<file path="src/rtl/nn_layer_sequencer.sv">
// Control FSM for the shared MAC datapath: two fully-connected layers, one neuron
// at a time, then argmax of the output scores onto digit_out/valid_out.
module nn_layer_sequencer #(
  parameter int N0      = 784,
  parameter int H1      = 32,
  parameter int OUT     = 10,
  parameter int MAC_LAT = 2,
  parameter int AW      = 15
) (
  input  logic              clk,
  input  logic              reset,
  input  logic              start,
  input  logic              abort,
  input  logic signed [31:0] acc_in,
  output logic              busy,
  output logic              layer_sel,
  output logic [9:0]        in_addr,
  output logic [AW-1:0]     w_addr,
  output logic              mac_clr,
  output logic              mac_en,
  output logic              wr_en,
  output logic [4:0]        wr_addr,
  output logic [3:0]        digit_out,
  output logic              valid_out
);

  localparam logic [9:0] L0_I_LAST = 10'(N0 - 1);
  localparam logic [9:0] L1_I_LAST = 10'(H1 - 1);
  localparam logic [4:0] L0_N_LAST = 5'(H1 - 1);
  localparam logic [4:0] L1_N_LAST = 5'(OUT - 1);
  localparam int         DW        = (MAC_LAT > 1) ? $clog2(MAC_LAT) : 1;
  localparam logic [DW-1:0] D_LAST = DW'((MAC_LAT > 0) ? MAC_LAT - 1 : 0);

  typedef enum logic [2:0] {S_IDLE, S_CLR, S_MAC, S_DRAIN, S_WRITE} state_t;

  state_t             r_state;
  logic               r_busy, r_layer_sel, r_mac_clr, r_mac_en, r_wr_en, r_valid;
  logic [9:0]         r_in_addr, r_i;
  logic [AW-1:0]      r_w_addr, r_wptr;
  logic [4:0]         r_wr_addr, r_n;
  logic [3:0]         r_digit, r_idx;
  logic [DW-1:0]      r_drain;
  logic signed [31:0] r_best;

  logic       w_better;
  logic [9:0] w_i_last;
  logic [4:0] w_n_last;

  assign w_better = (r_n == 5'd0) || (acc_in > r_best);
  assign w_i_last = r_layer_sel ? L1_I_LAST : L0_I_LAST;
  assign w_n_last = r_layer_sel ? L1_N_LAST : L0_N_LAST;

  // Weights of both layers are stored back to back, so one running pointer
  // walks the whole ROM in order across all neurons.
  always_ff @(posedge clk) begin
    if (reset) begin
      r_state     <= S_IDLE;
      r_busy      <= 1'b0;
      r_layer_sel <= 1'b0;
      r_mac_clr   <= 1'b0;
      r_mac_en    <= 1'b0;
      r_wr_en     <= 1'b0;
      r_valid     <= 1'b0;
      r_in_addr   <= '0;
      r_i         <= '0;
      r_w_addr    <= '0;
      r_wptr      <= '0;
      r_wr_addr   <= '0;
      r_n         <= '0;
      r_digit     <= '0;
      r_idx       <= '0;
      r_drain     <= '0;
      r_best      <= '0;
    end else if (abort && r_state != S_IDLE) begin
      r_state     <= S_IDLE;
      r_busy      <= 1'b0;
      r_layer_sel <= 1'b0;
      r_mac_clr   <= 1'b0;
      r_mac_en    <= 1'b0;
      r_wr_en     <= 1'b0;
      r_in_addr   <= '0;
      r_w_addr    <= '0;
      r_wr_addr   <= '0;
    end else begin
      r_mac_clr <= 1'b0;
      r_mac_en  <= 1'b0;
      r_wr_en   <= 1'b0;
      r_in_addr <= '0;
      r_w_addr  <= '0;
      r_wr_addr <= '0;
      case (r_state)
        S_IDLE: begin
          if (start && !abort) begin
            r_state     <= S_CLR;
            r_busy      <= 1'b1;
            r_layer_sel <= 1'b0;
            r_n         <= '0;
            r_wptr      <= '0;
            r_valid     <= 1'b0;
            r_mac_clr   <= 1'b1;
          end
        end
        S_CLR: begin
          r_i       <= '0;
          r_state   <= S_MAC;
          r_mac_en  <= 1'b1;
          r_in_addr <= '0;
          r_w_addr  <= r_wptr;
        end
        S_MAC: begin
          r_wptr <= r_wptr + AW'(1);
          if (r_i == w_i_last) begin
            if (MAC_LAT == 0) begin
              r_state   <= S_WRITE;
              r_wr_en   <= 1'b1;
              r_wr_addr <= r_n;
            end else begin
              r_state <= S_DRAIN;
              r_drain <= '0;
            end
          end else begin
            r_i       <= r_i + 10'd1;
            r_mac_en  <= 1'b1;
            r_in_addr <= r_i + 10'd1;
            r_w_addr  <= r_wptr + AW'(1);
          end
        end
        S_DRAIN: begin
          if (r_drain == D_LAST) begin
            r_state   <= S_WRITE;
            r_wr_en   <= 1'b1;
            r_wr_addr <= r_n;
          end else begin
            r_drain <= r_drain + DW'(1);
          end
        end
        S_WRITE: begin
          if (r_layer_sel && w_better) begin
            r_best <= acc_in;
            r_idx  <= r_n[3:0];
          end
          if (r_n != w_n_last) begin
            r_n       <= r_n + 5'd1;
            r_state   <= S_CLR;
            r_mac_clr <= 1'b1;
          end else if (!r_layer_sel) begin
            r_layer_sel <= 1'b1;
            r_n         <= '0;
            r_state     <= S_CLR;
            r_mac_clr   <= 1'b1;
          end else begin
            // Last output neuron: fold its own score into the final decision.
            r_digit     <= w_better ? r_n[3:0] : r_idx;
            r_valid     <= 1'b1;
            r_busy      <= 1'b0;
            r_layer_sel <= 1'b0;
            r_state     <= S_IDLE;
          end
        end
        default: r_state <= S_IDLE;
      endcase
    end
  end

  assign busy      = r_busy;
  assign layer_sel = r_layer_sel;
  assign in_addr   = r_in_addr;
  assign w_addr    = r_w_addr;
  assign mac_clr   = r_mac_clr;
  assign mac_en    = r_mac_en;
  assign wr_en     = r_wr_en;
  assign wr_addr   = r_wr_addr;
  assign digit_out = r_digit;
  assign valid_out = r_valid;

endmodule

</file>
<file path="config.mk">
export PLATFORM = sky130hd
export DESIGN_NAME = nn_layer_sequencer
export DESIGN_NICKNAME = d
export VERILOG_FILES = /design/src/rtl/nn_layer_sequencer.sv
export SDC_FILE = /design/constraint.sdc
export NUM_CORES = 1
export LEC_CHECK = 0
export BUFFER_PORTS_ARGS = -buffer_cell sky130_fd_sc_hd__buf_2
export CORE_ASPECT_RATIO = 0.5
export CORE_UTILIZATION = 35
export CTS_CLUSTER_SIZE = 14
export DETAILED_ROUTE_END_ITERATION = 6
export HOLD_SLACK_MARGIN = 0.05
export SLEW_MARGIN = 20
export SYNTH_ARGS = -nofsm -noshare
export SYNTH_HDL_FRONTEND = slang
export SYNTH_SLANG_ARGS = --single-unit
</file>
<file path="constraint.sdc">
create_clock -name clk -period 3.2 [get_ports clk]
set_input_delay 0.16 -clock clk [delete_from_list [all_inputs] [get_ports clk]]
set_output_delay 0.16 -clock clk [all_outputs]
set_load 0.005 [all_outputs]
</file>
==> key figures <==
Floorplanning
  • Die width: 182 µm
  • Die Area: 16,800 µm²
  • FP Rows: 32
  • Initial Utilization: 36.3%
  • Die height: 92.0 µm
  • Core ar.: 15,600 µm²
  • Boundary Pins: 76

Timing
  • Worst hold slack: 0.0875 ns
  • Max Clock Freq: 0.378 GHz
  • Total negative slack: 0 ns
  • Hold Vio Cnt, Final: 0
  • Final setup fails: 0
  • Slew of the pin with the lowest slew margin: 0.753 ns
  • Final worst setup slack: 0.556 ns
  • Clock skew: 0.0128 ns
  • Unrepaired setup endpoints after global routing: false
  • Worst rel slew slack: 49.5%
  • Slew Viols, Final: 0
  • Crit path time final: 2.64 ns
  • Fin crit share: 82.6%

Global routing
  • Gr busiest metal: met2
  • Largest net degree at the start of global routing: 76
  • GR Layer Usage met3: 2.78%
  • Global route overflow: 0
  • Grt met1 use: 18.9%
  • Vias in the first global route: 4,268
  • Global-route wire length before repair: 20,100 µm
  • M2 GR Usage: 25.3%
  • Initial antenna violation count: 0
  • Total global routing track utilization: 14.6%

Power
  • Sequential power share: 51.6%
  • Clock network power share: 41.0%
  • Internal Power: 2.03 mW
  • Pleak: 2.49 nW
  • Switching Fraction: 23.9%
  • Max IR drop VDD: 0.264 mV
  • PwrDens: 415 nW/µm²
  • Comb pwr share: 7.4%
  • Tot Pwr: 2.67 mW
  • NetSw: 640 µW

Place
  • Area post-placement: 6160 µm²
  • Dpl ws: 0.554 ns
  • Placer Congestion: 0.748
  • Post-DP HPWL: 8290 µm
  • Dpl cells: 916
  • Count of input and output buffers: 75

Synth
  • Largest area contributor in the netlist: dfxtp_1
  • Cells after Synth: 669
  • Netlist cell types: 55
  • Asr flop ratio synth: 0%
  • YS warnings: 0
  • Mean area per synthesized cell: 8.48 µm²
  • Mapped Area: 5680 µm²
  • Count leader, synth: dfxtp_1
  • Number of synthesized flops with an enable pin: 0
  • Register bit total from synthesis: 110
  • Top_reg_cell synth: dfxtp_1
  • Main area contributors after synthesis: dfxtp_1, nand2b_1, ha_1
  • Synth cell count leaders: dfxtp_1, nor2_1, nand2b_1
  • Mapped Nets: 741
  • Sequential element share of the synthesized area: 38.8%
  • Top-area cell type share of the netlist area: 38.8%

Worst setup path
  • Setup CP Type: flop to flop
  • Critical-path top delay cell: a211o_1
  • CP Launch Type: flop
  • Critical Path Sink Type: flop
  • CP max FO: 36
  • CP required: 3.46 ns
  • Worst path arrival time: 2.90 ns
  • Crit-path cells: inv_1, ha_1, nand4_1, nor4_1, o41ai_1, a211o_1, a21oi_4, buf_12, mux2i_1
  • CP max stage delay: 0.41 ns

Route
  • Routed WL: 11,900 µm
  • Initial DRC Count: 162
  • Drt drc: 0
  • Drt via density: 4.98
  • DRT Pass-1 Iters: 4
  • Routed WL per cell: 12.7 µm
  • Post-route ant nets: 0
  • Vias after detailed routing: 4,637

Run status
  • Outcome: complete, no violations

CTS
  • Worst-Skew Late Latency: 0.34 ns
  • Post-CTS setup buffers: 0
  • Clk sink count: 110
  • CTS tree: yes
  • H-tree Lvls: 3
  • Total clock buffers created by CTS: 9
  • CTS Hold Bufs: 0
  • CTS root buf: clkbuf_16
  • Clock Path Buffers: 2
  • Clk pin slew, worst setup/hold paths: 0.08 ns
  • CTS resizes: 0

Layout
  • Filler instances: 1,603
  • Post-route cell area: 6450 µm²
  • Antenna cells: 0
  • Layout cells sized above 1: 14.0%
  • Final #Nets: 795
  • Final core utilization: 41.3%
  • Post-Layout Cell Count: 932
  • Area grow syn2layout: 13.6%

Worst hold path
  • Hold crit path type: primary input to flop

Flow run
  • Total of max-cap violations: 0
==> flip-flops by register name, summed over array words and instances, names as in the netlist <==
| name | cells |
|---|---|
| r_best | 32 |
| r_wptr | 15 |
| w_addr | 15 |
| in_addr | 10 |
| r_i | 10 |
| r_n | 5 |
| wr_addr | 5 |
| digit_out | 4 |
| r_idx | 4 |
| r_state | 3 |
| busy | 1 |
| layer_sel | 1 |
| mac_clr | 1 |
| mac_en | 1 |
| r_drain | 1 |
| valid_out | 1 |
| wr_en | 1 |
==> final timing paths <==
kind	to	cells past startpoint	start	slack, ns
max reg2reg	r_best[0]	9	r_best[31]	0.56
min	r_best[23]	3	acc_in[23]	0.09
min reg2reg	digit_out[3]	2	r_idx[3]	0.47
max	r_best[0]	9	r_best[31]	0.56
==> worst max-delay path, delay by kind of cell (launching register included) <==
kind | cells | cell delay [ns]
mux | 1 | 0.23
flops | 1 | 0.34
compound gates | 3 | 0.73
simple gates | 2 | 0.59
buf+inv | 2 | 0.30
fa+ha+maj | 1 | 0.32
==> cell usage in the layout, fill, tap and decap left out, types with 5 or more instances in the layout <==
master,count
ha_1,36
and2_1,6
mux2i_1,36
a22oi_1,10
o21ai_1,5
inv_1,40
o21ai_0,41
nand3_1,13
a21oi_1,43
nor2_1,77
xnor2_1,9
nand4_1,9
buf_2,75
nor3_1,15
a21o_1,6
dfxtp_1,110
nand2b_1,73
or3_1,8
and3_1,19
nand2_1,26
clkbuf_16,9
==> cell type report <==
class	instances	area, µm²	share of cell area [%]
Tap cell	204	255	3.96
Inverter	40	150	2.33
Timing Repair Buffer	80	425	6.60
Sequential cell	110	2200	34.2
Clock buffer	13	260	4.04
Multi-Input combinational cell	482	3130	48.5
Clock inverter	3	27.5	0.427
==> power groups by stage <==
stage          Clock, mW  Sequential [mW]  Combinational (mW)
6_report            1.10             1.38               0.199
5_1_grt             1.18             1.38               0.227
4_1_cts             1.13             1.38               0.202
3_5_place_dp           0             1.41               0.200
3_3_place_gp           0             1.41               0.198
2_1_floorplan          0             1.41               0.133
==> cell families (layout without fill, tap and decap cells) <==
group / count (synthesis) / in the layout / share of synthesized area (%)
buf+inv: 77 / 136 / 6.24
fa+ha+maj: 36 / 36 / 7.94
mux: 37 / 37 / 6.55
flops: 110 / 110 / 38.8
simple gates: 271 / 271 / 25.6
xor+xnor: 13 / 13 / 2.01
compound gates: 125 / 125 / 12.9
==> per-layer routing <==
metal / vias up / part of all wire, %
li1: 2398 / -
met1: 2171 / 51
met2: 61 / 46
met3: 7 / 2.4
met4: 0 / 0.69
met5: - / 0
Power figures use the tool's default switching activity.
